<file path="src/rtl/hamming_pkg.sv">
// Shared types and constants for the 7-bit Hamming transmit path.
package hamming_pkg;

   // Transmit frame sequencer states.
   typedef enum logic [1:0] {
      IDLE  = 2'd0,
      START = 2'd1,
      DATA  = 2'd2,
      STOP  = 2'd3
   } state_t;

   // Codeword length; positions run 1..CW_LEN.
   localparam int CW_LEN = 7;

   // Parity bit positions inside the codeword.
   localparam logic [2:0] P1_POS = 3'd1;
   localparam logic [2:0] P2_POS = 3'd2;
   localparam logic [2:0] P4_POS = 3'd4;

   // Codeword position of data bit D[i], indexed by i = 1..4.
   localparam logic [2:0] DATA_POS [1:4] = '{3'd3, 3'd5, 3'd6, 3'd7};

endpackage

</file>
<file path="src/rtl/hamming_7bit_encoder.sv">
// Combinational Hamming(7,4) encoder with optional single-bit error injection.
// Also serves as a golden model for the downstream corrector's bench.
module hamming_7bit_encoder
   import hamming_pkg::*;
(
   input  logic [4:1]      D,
   input  logic [2:0]      ERR_POS,
   output logic [CW_LEN:1] C
);

   // Place data bits, derive parity, then flip the selected position if asked.
   always_comb begin
      C = '0;
      C[DATA_POS[1]] = D[1];
      C[DATA_POS[2]] = D[2];
      C[DATA_POS[3]] = D[3];
      C[DATA_POS[4]] = D[4];
      // Each parity bit covers the positions whose index has its bit set.
      C[P1_POS] = D[1] ^ D[2] ^ D[4];
      C[P2_POS] = D[1] ^ D[3] ^ D[4];
      C[P4_POS] = D[2] ^ D[3] ^ D[4];
      // Position 0 means no injection; only one bit is ever inverted.
      if (ERR_POS != 3'd0) begin
         C[ERR_POS] = ~C[ERR_POS];
      end
   end

endmodule

</file>
<file path="src/rtl/hamming_7bit_tx.sv">
// Hamming(7,4) serial transmitter: accepts a nibble, encodes it and sends
// start bit, C[1]..C[7], stop bit, each lasting BAUD_DIV clock cycles.
module hamming_7bit_tx
   import hamming_pkg::*;
#(
   parameter int BAUD_DIV = 4
)
(
   input  logic            CLK,
   input  logic            RST,
   input  logic [4:1]      D,
   input  logic            VALID,
   input  logic [2:0]      ERR_POS,
   output logic            READY,
   output logic            TX,
   output logic            BUSY,
   output logic [CW_LEN:1] C,
   output state_t          DBG_STATE
);

   // Handshake: a nibble transfers on a rising edge where VALID && READY.
   // D and ERR_POS are sampled only on that edge. VALID while READY=0 is
   // dropped (no queuing), and VALID is ignored while RST is high.

   localparam int            TW   = $clog2(BAUD_DIV + 1);
   localparam logic [TW-1:0] TMAX = TW'(BAUD_DIV - 1);

   state_t            state;
   logic [TW-1:0]     timer;
   logic [2:0]        idx;
   logic [CW_LEN:1]   cw_next;
   logic              bit_end;

   hamming_7bit_encoder u_enc (
      .D       (D),
      .ERR_POS (ERR_POS),
      .C       (cw_next)
   );

   assign bit_end   = (timer == TMAX);
   assign DBG_STATE = state;

   // Frame sequencer with registered TX, READY, BUSY and codeword.
   always_ff @(posedge CLK) begin
      if (RST) begin
         state <= IDLE;
         timer <= '0;
         idx   <= '0;
         TX    <= 1'b1;
         READY <= 1'b1;
         BUSY  <= 1'b0;
         C     <= '0;
      end else begin
         case (state)
            IDLE: begin
               if (VALID && READY) begin
                  state <= START;
                  timer <= '0;
                  TX    <= 1'b0;
                  READY <= 1'b0;
                  BUSY  <= 1'b1;
                  C     <= cw_next;
               end
            end
            START: begin
               if (bit_end) begin
                  state <= DATA;
                  timer <= '0;
                  idx   <= 3'd1;
                  TX    <= C[P1_POS];
               end else begin
                  timer <= timer + 1'b1;
               end
            end
            DATA: begin
               if (bit_end) begin
                  timer <= '0;
                  if (idx == 3'd7) begin
                     state <= STOP;
                     TX    <= 1'b1;
                  end else begin
                     idx <= idx + 3'd1;
                     TX  <= C[idx + 3'd1];
                  end
               end else begin
                  timer <= timer + 1'b1;
               end
            end
            STOP: begin
               if (bit_end) begin
                  state <= IDLE;
                  timer <= '0;
                  idx   <= '0;
                  TX    <= 1'b1;
                  READY <= 1'b1;
                  BUSY  <= 1'b0;
               end else begin
                  timer <= timer + 1'b1;
               end
            end
            default: begin
               state <= IDLE;
               TX    <= 1'b1;
               READY <= 1'b1;
               BUSY  <= 1'b0;
            end
         endcase
      end
   end

endmodule

</file>
<file path="config.mk">
export PLATFORM = sky130hd
export DESIGN_NAME = hamming_7bit_tx
export DESIGN_NICKNAME = d
export VERILOG_FILES = /design/src/rtl/hamming_pkg.sv /design/src/rtl/hamming_7bit_encoder.sv /design/src/rtl/hamming_7bit_tx.sv
export SDC_FILE = /design/constraint.sdc
export NUM_CORES = 1
export LEC_CHECK = 0
export CAP_MARGIN = 40
export CORE_MARGIN = 10
export CORE_UTILIZATION = 53
export CTS_CLUSTER_DIAMETER = 120
export DETAILED_ROUTE_END_ITERATION = 10
export GPL_TIMING_DRIVEN = 0
export PLACE_DENSITY = 0.84
export SETUP_SLACK_MARGIN = 0.5
export SLEW_MARGIN = 20
export SYNTH_ARGS = -nofsm -noshare
export SYNTH_HDL_FRONTEND = slang
export SYNTH_HIERARCHICAL = 1
export SYNTH_SLANG_ARGS = --single-unit
</file>
<file path="constraint.sdc">
create_clock -name CLK -period 4.25 [get_ports CLK]
set_input_delay 0.85 -clock CLK [delete_from_list [all_inputs] [get_ports CLK]]
set_output_delay 0.85 -clock CLK [all_outputs]
set_load 0.02 [all_outputs]
</file>
* Word level (Yosys, flattened, before mapping)
Cells that the tools add are included.
Operators by class: eq/ne operators 11, bitwise operators 7, $lt $le $gt $ge 3, muxes and demuxes 32, $add $sub $neg 2, reduce and logical (&&, ||, !) cells 12
Operators with widths (number):
- 3-bit two-way mux | 6
- 2-bit != test (second input constant) | 6
- 1-bit two-way mux | 10
- 2-bit two-way mux | 5
- 5-bit AND reduction | 2
- 3-bit one-hot mux with 3 select lines | 1
- 3-bit by 4-bit less-than comparator with 1-bit output (second input constant) | 2
- 2-bit one-hot mux with 4 select lines | 1
- 7-bit bitwise mux | 1
- 7-bit two-way mux | 1
- 3-bit by 1-bit adder with 3-bit output (second input constant) | 2
- 1-bit binary-select mux with 3-bit select | 2
- 3-bit one-hot mux with 2 select lines | 1
- 3-bit nonzero test | 2
- 1-bit bitwise XOR | 6
- 2-bit equality test (second input constant) | 2
- 1-bit one-hot mux with 2 select lines | 2
- 1-bit one-hot mux with 4 select lines | 1
- 4-bit AND reduction | 1
- 1-bit demux with 3-bit select | 1
- 3-bit by 2-bit equality test with 1-bit output (second input constant) | 1
- 3-bit equality test (second input constant) | 1
- 3-bit by 1-bit >= comparator with 1-bit output (second input constant) | 1
- 3-bit AND reduction | 1
- other kinds (7) | 8
Storage, ports and cells: register bits 18, output and inout bits 12, input port bits 10, logic and storage cells 74

* Logic depth before layout (Yosys ltp)
Gate-level depths: netlist of the first run.
depth after elaboration 7, depth in mapped cells 7, mapped depth without buffers 6

* Cells and area by module
The synthesis of the first run kept the hierarchy.
By module, submodules not included:
- hamming_7bit_tx | sequential area each 360.3 µm², area an instance 948.4 µm², times used 1, cells an instance 99
- hamming_7bit_encoder | sequential area each 0.0 µm², area an instance 183.9 µm², times used 1, cells an instance 18

* Least setup slack after synthesis of the first run
Ideal clock, no wire load.
path kind register -> register, from reg state[0], in the netlist DBG_STATE[0], to reg state[1], in the netlist DBG_STATE[1], clock period less this slack 1970 ps, required time 4122 ps, arrival time 1842 ps, buffers on the path 1, setup time 128 ps, cell stages (with the launch flop) 8, slack 2280 ps, path through dfxtp_1 -> inv_1 -> ha_1 -> buf_6 -> or3_4 -> a221oi_2 -> mux2i_1 -> nor2_1
On the way: word-level cells in the longest chain between the ends 3, elaborated cells between the ends (all ways) 11, those cells by class 8 x eq/ne; 1 x mux; 2 x reduce/logical
Ends and longest elaborated chain:
- from (decl) | line hamming_7bit_tx.sv:28 | state_t state;
- from (signal assigned) | line hamming_7bit_tx.sv:46 | state <= IDLE;
- from (signal assigned) | line hamming_7bit_tx.sv:57 | state <= START;
- from (signal assigned) | line hamming_7bit_tx.sv:67 | state <= DATA;
- 2-bit equality test, or another cell as far along | line hamming_7bit_tx.sv:54 | case (state)
- 2-bit != test (no source line)
- 5-bit AND reduction (no source line)
Several ways; a longest one is shown, not always the timed one. A chain may end at the register's enable or synchronous reset.

* Worst setup path in the final report of the first run
from reg state[0], in the netlist DBG_STATE[0], to out DBG_STATE[0]
RTL lines:
- to (decl) | line hamming_7bit_tx.sv:18 | output state_t DBG_STATE
No word-level cell between the ends.

==> results of run 1 <==
-- metal layers --
layer	wire length [um]	vias up	track usage, %
li1	-	464	-
met1	1120	430	13.6
met2	1210	23	19.5
met3	109	4	3.39
met4	42	0	7.59
met5	0	-	0
-- cells by family (layout without fill, tap and decap cells) --
logic type / after synthesis / in the layout / synth area share [%]
and+or+nand+nor: 39 / 39 / 17.5
buffers and inverters: 9 / 33 / 3.76
muxes: 14 / 14 / 13.5
adders and majority gates: 8 / 8 / 8.84
DFF: 18 / 18 / 31.8
AOI/OAI and AO/OA: 19 / 19 / 13.3
xor gates and xnor gates: 10 / 10 / 11.4
-- path summary, 6_finish.rpt --
| check | cells after the start | slack (ps) | to | start |
|---|---|---|---|---|
| hold / removal | 2 | 480 | idx[1] | idx[1] |
| setup reg to reg | 7 | 2280 | DBG_STATE[1] | DBG_STATE[0] |
| setup / recovery | 1 | 2040 | DBG_STATE[0] | DBG_STATE[0] |
| hold reg to reg | 2 | 480 | idx[1] | idx[1] |
-- where the power goes --
| group | internal (mW) | switching (mW) |
|---|---|---|
| registers | 0.206 | 0.0344 |
| logic | 0.191 | 0.203 |
| clock network | 0.0523 | 0.0559 |
-- final cells by class --
class                      count  share of cell area [%]
buffer                         3                    1.43
clock buffer                   4                    2.59
inverter                       6                    1.61
multi-input combinational     90                    52.0
sequential                    18                    25.7
tap                           27                    2.41
timing repair buffer          20                    14.3
-- placed cells by master, fill, tap and decap left out --
| cell type | count |
|---|---|
| a211oi_1 | 1 |
| a211oi_2 | 1 |
| a21boi_1 | 1 |
| a21oi_1 | 4 |
| a21oi_2 | 1 |
| a221oi_2 | 1 |
| a22oi_1 | 1 |
| a311oi_1 | 1 |
| a32o_1 | 1 |
| a32oi_1 | 1 |
| and2b_2 | 1 |
| buf_6 | 1 |
| clkbuf_1 | 1 |
| clkbuf_2 | 1 |
| clkbuf_4 | 3 |
| clkbuf_8 | 1 |
| clkdlybuf4s50_1 | 20 |
| dfxtp_1 | 18 |
| ha_1 | 8 |
| inv_1 | 6 |
| mux2i_1 | 13 |
| mux4_2 | 1 |
| nand2_1 | 4 |
| nand2b_1 | 1 |
| nand3_1 | 4 |
| nand3b_1 | 4 |
| nor2_1 | 18 |
| nor2b_1 | 1 |
| nor3_1 | 2 |
| nor3b_1 | 3 |
| o211a_1 | 1 |
| o211ai_1 | 1 |
| o21ai_0 | 2 |
| o21bai_1 | 1 |
| o311ai_1 | 1 |
| or3_4 | 1 |
| xnor2_1 | 7 |
| xnor3_1 | 3 |
-- sequential cells by signal, summed over array words and instances, names as in the netlist --
register	cells
BUSY	1
C	7
DBG_STATE	2
READY	1
TX	1
idx	3
timer	3
-- metrics by stage --
step                      hold WS (ps)  util (%)  cells  worst slack (ps)
after floorplan                    438         -    117              2280
after global placement             447      68.3    164              1990
after detailed placement           468      68.3    164              1930
after CTS                          483      70.1    168              2020
after global routing               497      70.1    168              1980
final                              479      70.1    168              2040
==> impl_results.md, run 1 <==
- EDFF count, synth: 0
- Cell chain of the critical path: clkdlybuf4s50_1
- Synth area leaders: dfxtp_1, mux2i_1, ha_1, nor2_1, xnor3_1
- DRC viols: 0
- RSZ-0062 raised after global routing: false
- Antenna cells: 0
- Cell count after synthesis: 117
- CTS Buffer Depth: 2
- CTS H-tree lvls: 1
- Iteration-0 DRC count of the detailed router: 17
- Rel. slew slack: 61.5%
- Power Density: about 530 nW/um^2
- Max IR drop VDD: ~360 uV
- Final WL: 2480 um
- Worst EP arrival: between 1000 and 1500 ps
- Hold Fails Final Rpt: 0
- Startpoint types: flop
- CP delay by family, top: buffers and inverters
- Slew @ Worst Pin: 577 ps
- Initial antenna violation count: 0
- Slew Limit Fails: 0
- Synth Net Count: between 100 and 150
- Initial Utilization: a little under three fifths
- Share of the yosys chip area belonging to registers: 31.8%
- Area leader, netlist: dfxtp_1
- Yosys reg bits: 18
- Post-CTS resize count: 0
- Hpwl dp: slightly below 2000 um
- Design Power: between 0.7 and 0.8 mW
- DRT Pass-1 Iters: 4
- Status: complete, no violations
- Insertion delay to the later sink of the worst-skew pair: 300 ps
- Total I/O pin count: 22
- Setup_tns: 0 ps
- Crit path kind: reg -> out
- Synth warnings: 6
- Clock-pin slew on the worst setup and hold paths: 110 ps
- Number of I/O port buffers: 20
- Core area: 2000 sq um
- Critical Path Fanout Max: 5
- Top cell types by occurrence after synthesis: dfxtp_1, nor2_1, mux2i_1
- Global-route wire length before repair: 4220 um
- F_max: between 0.4 and 0.5 GHz
- Die height: roughly 66 um
- Min Clock Period, post-route: 2210 ps
- Tcrit/Tclk final: between 50% and 60%
- Synth unique cells: 35
- Fillcell total: ~160
- Die Width: 66.2 um
- Routed wire per std cell: about 15 um
- Clock sink count: 18
- Final antenna-violating net count: 0
- Largest net degree at the start of global routing: 11
- # setup viols final: 0
- Worst Setup End Kind: primary output
- HP Class: reg -> reg
- Floorplan row count: 16
- Cts-stage hold buffer count: 0
- CTS buffer count: 3
- Overall Global Routing Usage: 12.1%
- Dpl cell area: 1370 sq um
- Total die area: 4390 sq um
- Worst path buffer plus inverter count: 1
- Synth Area per Inst: around 9.7 sq um
- CTS tree: built
- Area delta synth->final: 23.9%
- Slowest stage delay, CP: 640 ps
- Crit-path slowest cell: clkdlybuf4s50_1
- Root buffer cell: clkbuf_4
- Worst endpoint required time: 3400 ps
- Vias/cell: 5.48
- Detailed-route via count: 921
- Area of the multi-input gates: 729 sq um
- Sequential cell area: 360 sq um
- Nets: 160
- GP Congestion: approximately 0.84
- Leakage: 0.600 nW
- GRT Residual Overflow: 0
- Setup Skew: around 4.6 ps
- Max Cap Viol: 0
- Mapped Area: 1130 sq um
- Synth Flop Type: dfxtp_1
- Finished layout cell area: 1400 sq um
- Vias in the first global route: 915
- Top-area cell type share of the netlist area: a little under a third
- Layout cell share with drive strength beyond 1: under 10%
- Post-CTS setup repair buffer count: 0
- FFs w/ async S/R, synth: 0%
No activity file was read; power rests on OpenSTA's default activity.
==> run 2: changes to the inputs <==
- CORE_UTILIZATION: 53 -> 46
- PLACE_DENSITY: 0.84 -> 0.78
- clock period: 4.25 -> 1.9 ns (I/O delays scaled with it)
==> run 2 against run 1 <==
Compared with the run above: flip-flop and latch count is the same; worst hold slack improved by 12 ps; count of clock-buffer cells in the layout did not move; first-iteration DRC count increased by 65%; sequential share of layout area down 1.3 points; sequential power grew 140%; register-to-register slack got worse by 2100 ps; utilization fell by 2.1 points; combinational power grew to 2.8 times the previous value; final cell count up 4.2%.
==> impl_results.md, run 2 (same netlist as run 1, synthesis figures left out) <==
- Status: complete, no violations
- Area delta synth->final: 36.6%
- R2R Setup Slk: 180 ps
- # setup viols final: 0
- R2R depth: 6
- P_sw: 0.782 mW
- CTS Buffer Depth: 2
- Total I/O pin count: 22
- Tcrit/Tclk final: 90.5%
- Vias/cell: ~5.5
- RR Startpoint: DBG_STATE[1]
- Max IR drop VDD: 873 uV
- Clock power share: between 10 and 15%
- Global-route wire length before repair: ~4500 um
- Rel. slew slack: 69.6%
- Hold Path Origin: idx[2]
- Clock sink count: 18
- Crit-path slowest cell: dfxtp_4
- Vias in the first global route: 1013
- Insertion delay to the later sink of the worst-skew pair: 300 ps
- Slew @ Worst Pin: 456 ps
- Commonest non-fill, non-tap cells in the layout: nor2_1, dfxtp_1, mux2i_1
- DRT Pass-1 Iters: 4
- Power Density: roughly 1200 nW/um^2
- Final WL: ~2700 um
- RSZ-0062 raised after global routing: true
- Iteration-0 DRC count of the detailed router: 28
- Largest regs: C: 7 flops, idx: 3 flops, timer: 3 flops
- Worst R2R End: DBG_STATE[1]
- Logic pwr share: 58.5%
- Slew Limit Fails: 0
- Critical Path Fanout Max: 5
- Worst EP arrival: 1900 ps
- Pre-CTS setup slack: 48.8 ps
- Cts-stage hold buffer count: 0
- F_max: 0.582 GHz
- Crit path kind: reg -> reg
- Number of I/O port buffers: 20
- Worst setup margin: 181 ps
- Floorplan row count: 17
- Setup_tns: 0 ps
- CTS H-tree lvls: 1
- Hold Fails Final Rpt: 0
- Initial Utilization: 49.8%
- Layout cell share with drive strength beyond 1: 31.3%
- Initial antenna violation count: 0
- Min Clock Period, post-route: 1720 ps
- Clock-pin slew on the worst setup and hold paths: 110 ps
- Total die area: about 4800 sq um
- Commonest non-fill, non-tap cell in the layout: nor2_1
- CTS tree: built
- Min-Delay Path Depth: 2
- DRC viols: 0
- Die Width: 69.6 um
- Antenna cells: 0
- Slowest stage delay, CP: 410 ps
- HP Class: reg -> reg
- Root buffer cell: clkbuf_4
- Core area: 2280 sq um
- Cell chain of the critical path: inv_2, ha_2, or3_4, a221oi_4, mux2i_1, nor2_1
- Setup Skew: between 7 and 8 ps
- Overall Global Routing Usage: 10.6%
- Routed wire per std cell: 15.4 um
- Die height: 69.6 um
- Largest net degree at the start of global routing: 11
- Hold worst-path end: idx[2]
- Switching share of power: 41.4%
- Biggest register: C
- Largest register FFs: 7
- Final antenna-violating net count: 0
- Sequential power share: 30.5%
- Nets: around 170
- CTS buffer count: 3
- Worst endpoint required time: 2090 ps
- Startpoint types: flop
- Int Pwr: 1.11 mW
- Hpwl dp: 2050 um
- GP Congestion: 0.780
- Leakage: 0.660 nW
- Worst Setup End Kind: flop
- Detailed-route via count: 957
- GRT Residual Overflow: 0
- Max Cap Viol: 0
## run 2: cell types whose count changed in the layout (fill, tap and decap cells not counted), sizes merged
cell	before	now
buf	1	9
clkbuf	6	13
clkdlybuf4s15	0	1
clkdlybuf4s50	20	6
dlygate4sd2	0	4
## run 2: through the flow
| stage | hold slack [ps] | total power [mW] | util (%) | instance area, sq um | cells |
|---|---|---|---|---|---|
| 2_1_floorplan | 439 | 1.21 | - | 1170 | 117 |
| 3_3_place_gp | 449 | 1.45 | 61.9 | 1410 | 165 |
| 3_5_place_dp | 470 | 1.48 | 61.9 | 1410 | 165 |
| 4_1_cts | 493 | 1.78 | 66.3 | 1510 | 172 |
| 5_1_grt | 504 | 2.01 | 67.9 | 1550 | 175 |
| 6_report | 491 | 1.89 | 67.9 | 1550 | 175 |
## run 2: layer usage
layer | track usage (%) | wire length [um] | vias up
met2 | 18.6 | 1320 | 21
li1 | - | - | 482
met1 | 11.4 | 1180 | 447
met5 | 0 | 0 | -
met4 | 5.43 | 83 | 0
met3 | 2.71 | 115 | 7
## run 2: layout make-up
cell class | count | area [sq um]
Buffer | 3 | 20.0
Clock buffer | 4 | 26.3
Fill cell | 174 | 729
Inverter | 6 | 25.0
Multi-Input combinational cell | 90 | 861
Sequential cell | 18 | 377
Tap cell | 28 | 35.0
Timing Repair Buffer | 26 | 203
## run 2: critical path, delay by kind of cell, from the launching register on
family          cells  cell delay, ps
flops               1             410
mux                 1             210
fa+ha+maj           1             190
compound gates      1             270
simple gates        2             450
buf+inv             1              60
## run 2: power by group through the flow
stage               registers [mW]  clock network, mW  logic [mW]
finish                       0.575              0.207        1.10
global route                 0.589              0.231        1.19
CTS                          0.565              0.211        1.01
detailed placement           0.574                  0       0.907
global placement             0.568                  0       0.880
floorplan                    0.632                  0       0.576
## run 2: what timing repair did
| item | 4_1_cts | 5_1_grt |
|---|---|---|
| setup buffers | 3 | 3 |
| pin swaps | 4 | 4 |
| endpoints found under the setup margin | 28 | 26 |
| resized for setup | 37 | 21 |
## run 2: worst max path at each step
stage                       from            to  slack [ps]  depth (start not counted)
finish              DBG_STATE[1]  DBG_STATE[1]         180                          6
global route        DBG_STATE[0]  DBG_STATE[1]         110                          7
CTS                 DBG_STATE[0]  DBG_STATE[1]         180                          5
detailed placement          D[2]          C[4]          50                          5
global placement            D[1]          C[2]         110                          5
floorplan           DBG_STATE[0]  DBG_STATE[1]         220                          7
